`src/rtl/spi_flash_pkg.sv`:
```
// Shared types and constants for the SPI flash master.
package spi_flash_pkg;

  localparam int SPI_BITS = 8;
  localparam int CNT_W    = 8;

  typedef enum logic [2:0] {
    IDLE      = 3'd0,
    SETUP     = 3'd1,
    SHIFT     = 3'd2,
    WAIT_NEXT = 3'd3,
    GAP       = 3'd4
  } state_t;

endpackage

```
`src/rtl/spi_flash_master_clk_div.sv`:
```
// SCK half-period divider: emits a one-cycle half_tick in the last CLK
// cycle of every half-period while enabled, and restarts from 0 whenever
// it is disabled so every byte begins with a full low half.
module spi_flash_master_clk_div
  import spi_flash_pkg::*;
#(
  parameter int CLK_DIV = 4
) (
  input  logic CLK,
  input  logic RESET,
  input  logic en,
  output logic half_tick
);

  logic [CNT_W-1:0] div_cnt_reg;

  assign half_tick = en && (div_cnt_reg == CNT_W'(CLK_DIV - 1));

  // Free-running half-period counter, held at zero while disabled.
  always_ff @(posedge CLK or posedge RESET) begin
    if (RESET) begin
      div_cnt_reg <= '0;
    end else if (!en || half_tick) begin
      div_cnt_reg <= '0;
    end else begin
      div_cnt_reg <= div_cnt_reg + 1'b1;
    end
  end

endmodule

```
`src/rtl/spi_flash_master.sv`:
```
// Mode-0 SPI master for the boot flash, feeding the PolarFire SPI pad macro.
// Optional build macro: SPI_OWNER_CHECK_EN (pad ownership gating and frame
// abort on loss of ownership). Without it, spi_owner is ignored.
module spi_flash_master
  import spi_flash_pkg::*;
#(
  parameter int CLK_DIV  = 4,
  parameter int CS_SETUP = 2,
  parameter int CS_GAP   = 4
) (
  input  logic       CLK,
  input  logic       RESET,
  input  logic [7:0] tx_data,
  input  logic       tx_valid,
  input  logic       tx_last,
  output logic       tx_ready,
  output logic [7:0] rx_data,
  output logic       rx_valid,
  output logic       busy,
  output logic       abort_err,
  output logic       spi_clk_o,
  output logic       spi_clk_oe,
  output logic       spi_d_o,
  output logic       spi_d_oe,
  output logic       spi_ss_o,
  output logic       spi_ss_oe,
  input  logic       spi_d_i,
  input  logic       spi_owner
);

  state_t state_reg, state_next;

  logic                sck_reg;
  logic                run_reg;
  logic                rx_valid_reg;
  logic                last_reg;
  logic                abort_err_reg;
  logic [SPI_BITS-1:0] tx_shift_reg;
  logic [SPI_BITS-1:0] rx_shift_reg;
  logic [SPI_BITS-1:0] rx_data_reg;
  logic [SPI_BITS-1:0] rx_assembled;
  logic [2:0]          bit_cnt_reg;
  logic [CNT_W-1:0]    cnt_reg;

  logic half_tick;
  logic owner_ok;
  logic pad_oe;
  logic framing;
  logic handshake;
  logic byte_done;
  logic abort;

`ifdef SPI_OWNER_CHECK_EN
  logic owner_reg;

  // One-stage registered copy of pad ownership drives all output enables.
  always_ff @(posedge CLK or posedge RESET) begin
    if (RESET) owner_reg <= 1'b1;
    else       owner_reg <= spi_owner;
  end

  assign owner_ok = spi_owner;
  assign pad_oe   = owner_reg;
`else
  logic unused_owner;
  assign unused_owner = spi_owner;
  assign owner_ok     = 1'b1;
  assign pad_oe       = 1'b1;
`endif

  spi_flash_master_clk_div #(
    .CLK_DIV (CLK_DIV)
  ) u_clk_div (
    .CLK       (CLK),
    .RESET     (RESET),
    .en        (state_reg == SHIFT),
    .half_tick (half_tick)
  );

  assign framing      = (state_reg == SETUP) || (state_reg == SHIFT) || (state_reg == WAIT_NEXT);
  assign abort        = framing && !owner_ok;
  assign handshake    = tx_valid && tx_ready;
  assign rx_assembled = {rx_shift_reg[SPI_BITS-2:0], spi_d_i};
  assign byte_done    = (state_reg == SHIFT) && half_tick && sck_reg && (bit_cnt_reg == 3'd0);

  assign spi_clk_o  = sck_reg;
  assign spi_d_o    = tx_shift_reg[SPI_BITS-1];
  assign spi_clk_oe = pad_oe;
  assign spi_d_oe   = pad_oe;
  assign spi_ss_oe  = pad_oe;
  assign rx_data    = rx_data_reg;
  assign rx_valid   = rx_valid_reg;
  assign abort_err  = abort_err_reg;

  // State register.
  always_ff @(posedge CLK or posedge RESET) begin
    if (RESET) state_reg <= IDLE;
    else       state_reg <= state_next;
  end

  // Next-state logic; loss of pad ownership beats everything mid-frame.
  always_comb begin
    state_next = state_reg;
    case (state_reg)
      IDLE:      if (handshake) state_next = SETUP;
      SETUP:     if (abort) state_next = GAP;
                 else if (cnt_reg == '0) state_next = SHIFT;
      SHIFT:     if (abort) state_next = GAP;
                 else if (byte_done) state_next = last_reg ? GAP : WAIT_NEXT;
      WAIT_NEXT: if (abort) state_next = GAP;
                 else if (handshake) state_next = SHIFT;
      GAP:       if (cnt_reg == '0) state_next = IDLE;
      default:   state_next = IDLE;
    endcase
  end

  // Outputs decoded from state. rx_valid_reg is high only in the first
  // WAIT_NEXT cycle, so it keeps tx_ready low there and a new byte can
  // never be accepted alongside the rx_valid pulse.
  always_comb begin
    busy     = (state_reg != IDLE);
    spi_ss_o = !framing;
    tx_ready = 1'b0;
    if (run_reg && owner_ok) begin
      if (state_reg == IDLE) tx_ready = 1'b1;
      if ((state_reg == WAIT_NEXT) && !rx_valid_reg) tx_ready = 1'b1;
    end
  end

  // Shift datapath, SCK phase and setup/gap counter.
  always_ff @(posedge CLK or posedge RESET) begin
    if (RESET) begin
      run_reg       <= 1'b0;
      sck_reg       <= 1'b0;
      rx_valid_reg  <= 1'b0;
      last_reg      <= 1'b0;
      abort_err_reg <= 1'b0;
      tx_shift_reg  <= '0;
      rx_shift_reg  <= '0;
      rx_data_reg   <= '0;
      bit_cnt_reg   <= '0;
      cnt_reg       <= '0;
    end else begin
      run_reg      <= 1'b1;
      rx_valid_reg <= 1'b0;
      if (abort) begin
        sck_reg       <= 1'b0;
        cnt_reg       <= CNT_W'(CS_GAP - 1);
        abort_err_reg <= 1'b1;
      end else if (handshake) begin
        tx_shift_reg  <= tx_data;
        last_reg      <= tx_last;
        bit_cnt_reg   <= 3'(SPI_BITS - 1);
        cnt_reg       <= CNT_W'(CS_SETUP - 1);
        abort_err_reg <= 1'b0;
      end else begin
        case (state_reg)
          SETUP, GAP: begin
            if (cnt_reg != '0) cnt_reg <= cnt_reg - 1'b1;
          end
          SHIFT: begin
            if (half_tick && !sck_reg) begin
              sck_reg <= 1'b1;
            end else if (half_tick) begin
              // End of high half: sample MISO, drop SCK, advance MOSI.
              sck_reg      <= 1'b0;
              rx_shift_reg <= rx_assembled;
              if (bit_cnt_reg == 3'd0) begin
                rx_data_reg  <= rx_assembled;
                rx_valid_reg <= 1'b1;
                cnt_reg      <= CNT_W'(CS_GAP - 1);
              end else begin
                bit_cnt_reg  <= bit_cnt_reg - 1'b1;
                tx_shift_reg <= {tx_shift_reg[SPI_BITS-2:0], 1'b0};
              end
            end
          end
          default: ;
        endcase
      end
    end
  end

endmodule
```
`config.mk`:
```
export PLATFORM = sky130hd
export DESIGN_NAME = spi_flash_master
export DESIGN_NICKNAME = d
export VERILOG_FILES = /design/src/rtl/spi_flash_pkg.sv /design/src/rtl/spi_flash_master_clk_div.sv /design/src/rtl/spi_flash_master.sv
export SDC_FILE = /design/constraint.sdc
export NUM_CORES = 1
export LEC_CHECK = 0
export CORE_MARGIN = 2
export CORE_UTILIZATION = 55
export DETAILED_ROUTE_END_ITERATION = 10
export PLACE_DENSITY = 0.8
export SETUP_SLACK_MARGIN = 0.5
export SKIP_CTS_REPAIR_TIMING = 1
export SYNTH_ARGS = -nofsm -noshare
export SYNTH_HDL_FRONTEND = slang
export SYNTH_SLANG_ARGS = --single-unit
```
`constraint.sdc`:
```
create_clock -name CLK -period 2.1 [get_ports CLK]
set_input_delay 0.315 -clock CLK [delete_from_list [all_inputs] [get_ports CLK]]
set_output_delay 0.315 -clock CLK [all_outputs]
set_load 0.05 [all_outputs]
```
==> results_dict.tcl <==
set metrics [dict create \
    synth_xor_area_frac 0.0356 \
    startpoint_type "flop" \
    hold_viol_final 0 \
    required_ns 2.31 \
    dr.pass1.iters 4 \
    async_reset_ff_frac 1.00 \
    top_usage_layer "met2" \
    wl_um 5210 \
    io-pin-count 32 \
    tritoncts "built" \
    nets 317 \
    vias 1954 \
    regToRegSetupSlack_ns 0.11 \
    muxShareOfSynthArea 0.0488 \
    irDropWorstVdd_mv 1.12 \
    syn_inst 249 \
    clk_latency_ns 0.30 \
    initial_utilization 0.569 \
    slew_headroom 0.638 \
    yosys.area_share.simple 0.245 \
    rsz0062_at_grt "true" \
    ys_warn_count 0 \
    synth-edff-count 0 \
    grt_usage 0.202 \
    final.min_clock_period_ns 1.99 \
    grt_pass1_vias 1717 \
    total_power_mw 3.41 \
    netlist.top_cell.by_area "dfrtp_1" \
    maxCapViolCount 0 \
    grt_pass1_wl_um 8030 \
    synth_fa_ha_area_frac 0.0254 \
    synth_area_per_cell_um2 9.89 \
    cp.arrival_ns 2.19 \
    swShare 0.372 \
    die_w_um 70.9 \
    ys_seq_area_frac 0.498 \
    slew_viol_final 0 \
    crit_path_start "u_clk_div.div_cnt_reg[5]" \
    ant_nets 0 \
    timing.rr.end "rx_data[4]" \
    cts_root_buf "clkbuf_8" \
    power.switching_mw 1.27 \
    grt_use_met3 0.0427 \
    worst_hold_path_type "in -> async" \
    core_area_um2 4320 \
    gp_congestion 0.755 \
    grt_max_degree 23 \
    clockPowerShare 0.185 \
    combPwrFrac 0.386 \
    nFillCells 310 \
    path_clk_slew_ns 0.09 \
    numPortBuffers 26 \
    diodes 0 \
    use_met1 0.274 \
    drc 0 \
    ff2ff_path_depth 5 \
    synth_top_area_frac 0.498 \
    finalCritPeriodShare 0.947 \
    setup_viol 0 \
    crit_path_max_fanout 8 \
    clk_path_buf_depth 2 \
    drt_iter0_markers 66 \
    die_area_um2 5030 \
    p_per_area_nw_per_um2 1060 \
    vias_per_cell 5.57 \
    drive_above_1_share 0.241 \
    worst_slew_pin_slew_ns 0.541 \
    yosys_most_used_dff "dfrtp_1" \
    end_kind "flop" \
    die-height_um 70.9 \
    synthTopCellsByArea "dfrtp_1 (50%), nand2_1 (8.2%), mux2i_1 (4.9%)" \
    cp-endpoint "rx_data[4]" \
    synth-compound-area-share 0.0986 \
    pwr-share-seq 0.430 \
    syn_to_final_growth_pct 30.1 \
    status "finished clean" \
    synth_top_family_by_area "simple AND/OR/NAND/NOR gates" \
    skew_ns 0.00293 \
    wire_per_inst_um 14.8 \
    rows 24 \
    mostFrequentLayoutCells "nand2_1 (46), dfrtp_1 (46), buf_4 (22)" \
    tns_ns 0 \
    synth.distinct_cells 56 \
    cts.htree.levels 2 \
    gr-usage-met2 0.331 \
    ys_seq_elements 49 \
    p_leak_nw 1.68 \
    cts.sinks 49 \
    fmax_mhz 503 \
    critical_path_class "reg -> reg" \
    p_int_mw 2.14 \
    synth_area_um2 2460 \
    hpwl_um 3270 \
    cts_buffers 5 \
    grt_overflow 0 \
    antenna_found_initial 0 \
    r2r_start "u_clk_div.div_cnt_reg[5]" \
]
[critical path, cell delays in order, from the launching register on]
cell and delay [ns]:
dfrtp_2 0.44, or4_4 0.55, or4_4 0.61, buf_12 0.18, nand2_1 0.06, nand2_1 0.04
[through the flow]
step	area, um^2	setup WS [ns]	hold WS [ns]	util	instances
detailed placement	2860	0.0841	0.455	0.661	330
finish	3200	0.112	0.340	0.741	351
global route	3200	0.0681	0.379	0.741	351
global placement	2860	0.137	0.442	0.661	330
CTS	2960	0.0577	0.356	0.685	338
floorplan	2510	0.204	0.420	-	252
[worst min path at each step]
stage,from,endpoint
after detailed placement,rx_data[4],rx_data[4]
after global placement,u_clk_div.div_cnt_reg[0],u_clk_div.div_cnt_reg[0]
after global routing,RESET,u_clk_div.div_cnt_reg[2]
after floorplan,tx_last,last_reg
after CTS,RESET,tx_shift_reg[0]
final,RESET,tx_shift_reg[2]
[synth_stat cells (all sizes together), types with 2 or more instances]
cell,instances
nand3,5
mux2i,12
ha,5
buf,12
and3,4
conb,2
or3,2
nor3,4
inv,9
nor3b,3
nand2,54
or2,3
nand2b,3
or4,4
xor2,3
nor2,19
nor4b,2
a21oi,9
xnor2,7
o21ai,5
dfrtp,49
nand4,4
o2bb2ai,3
nor4,3
o2111ai,2
a211oi,2
or3b,2
[power by group through the flow]
| stage | Sequential [mW] | Clock, mW | Combinational, mW |
|---|---|---|---|
| 3_3_place_gp | 1.44 | 0 | 1.14 |
| 6_report | 1.46 | 0.629 | 1.31 |
| 4_1_cts | 1.43 | 0.637 | 1.19 |
| 2_1_floorplan | 1.62 | 0 | 0.674 |
| 5_1_grt | 1.49 | 0.679 | 1.44 |
| 3_5_place_dp | 1.45 | 0 | 1.18 |
[layout make-up]
class,count,area (um^2),share of cell area
Clock buffer,7,96.3,0.0301
Clock inverter,1,8.76,0.00273
Inverter,9,37.5,0.0117
Multi-Input combinational cell,181,1240,0.388
Sequential cell,49,1230,0.384
Tap cell,52,65.1,0.0203
Timing Repair Buffer,52,523,0.163
[cells by family (layout without fill, tap and decap cells)]
logic type	Yosys count	after routing
AO/OA/AOI/OAI	31	31
buffers and inverters	22	69
AND/OR/NAND/NOR	118	118
other	2	5
multiplexers	12	12
flip-flops	49	49
XOR/XNOR	10	10
adder cells (fa/ha/maj)	5	5
[metal layers]
layer	wire length [um]	vias to the layer above
met5	0	-
met4	87	0
met3	199	9
met2	2730	41
met1	2190	962
li1	-	942
Power figures use the tool's default switching activity.
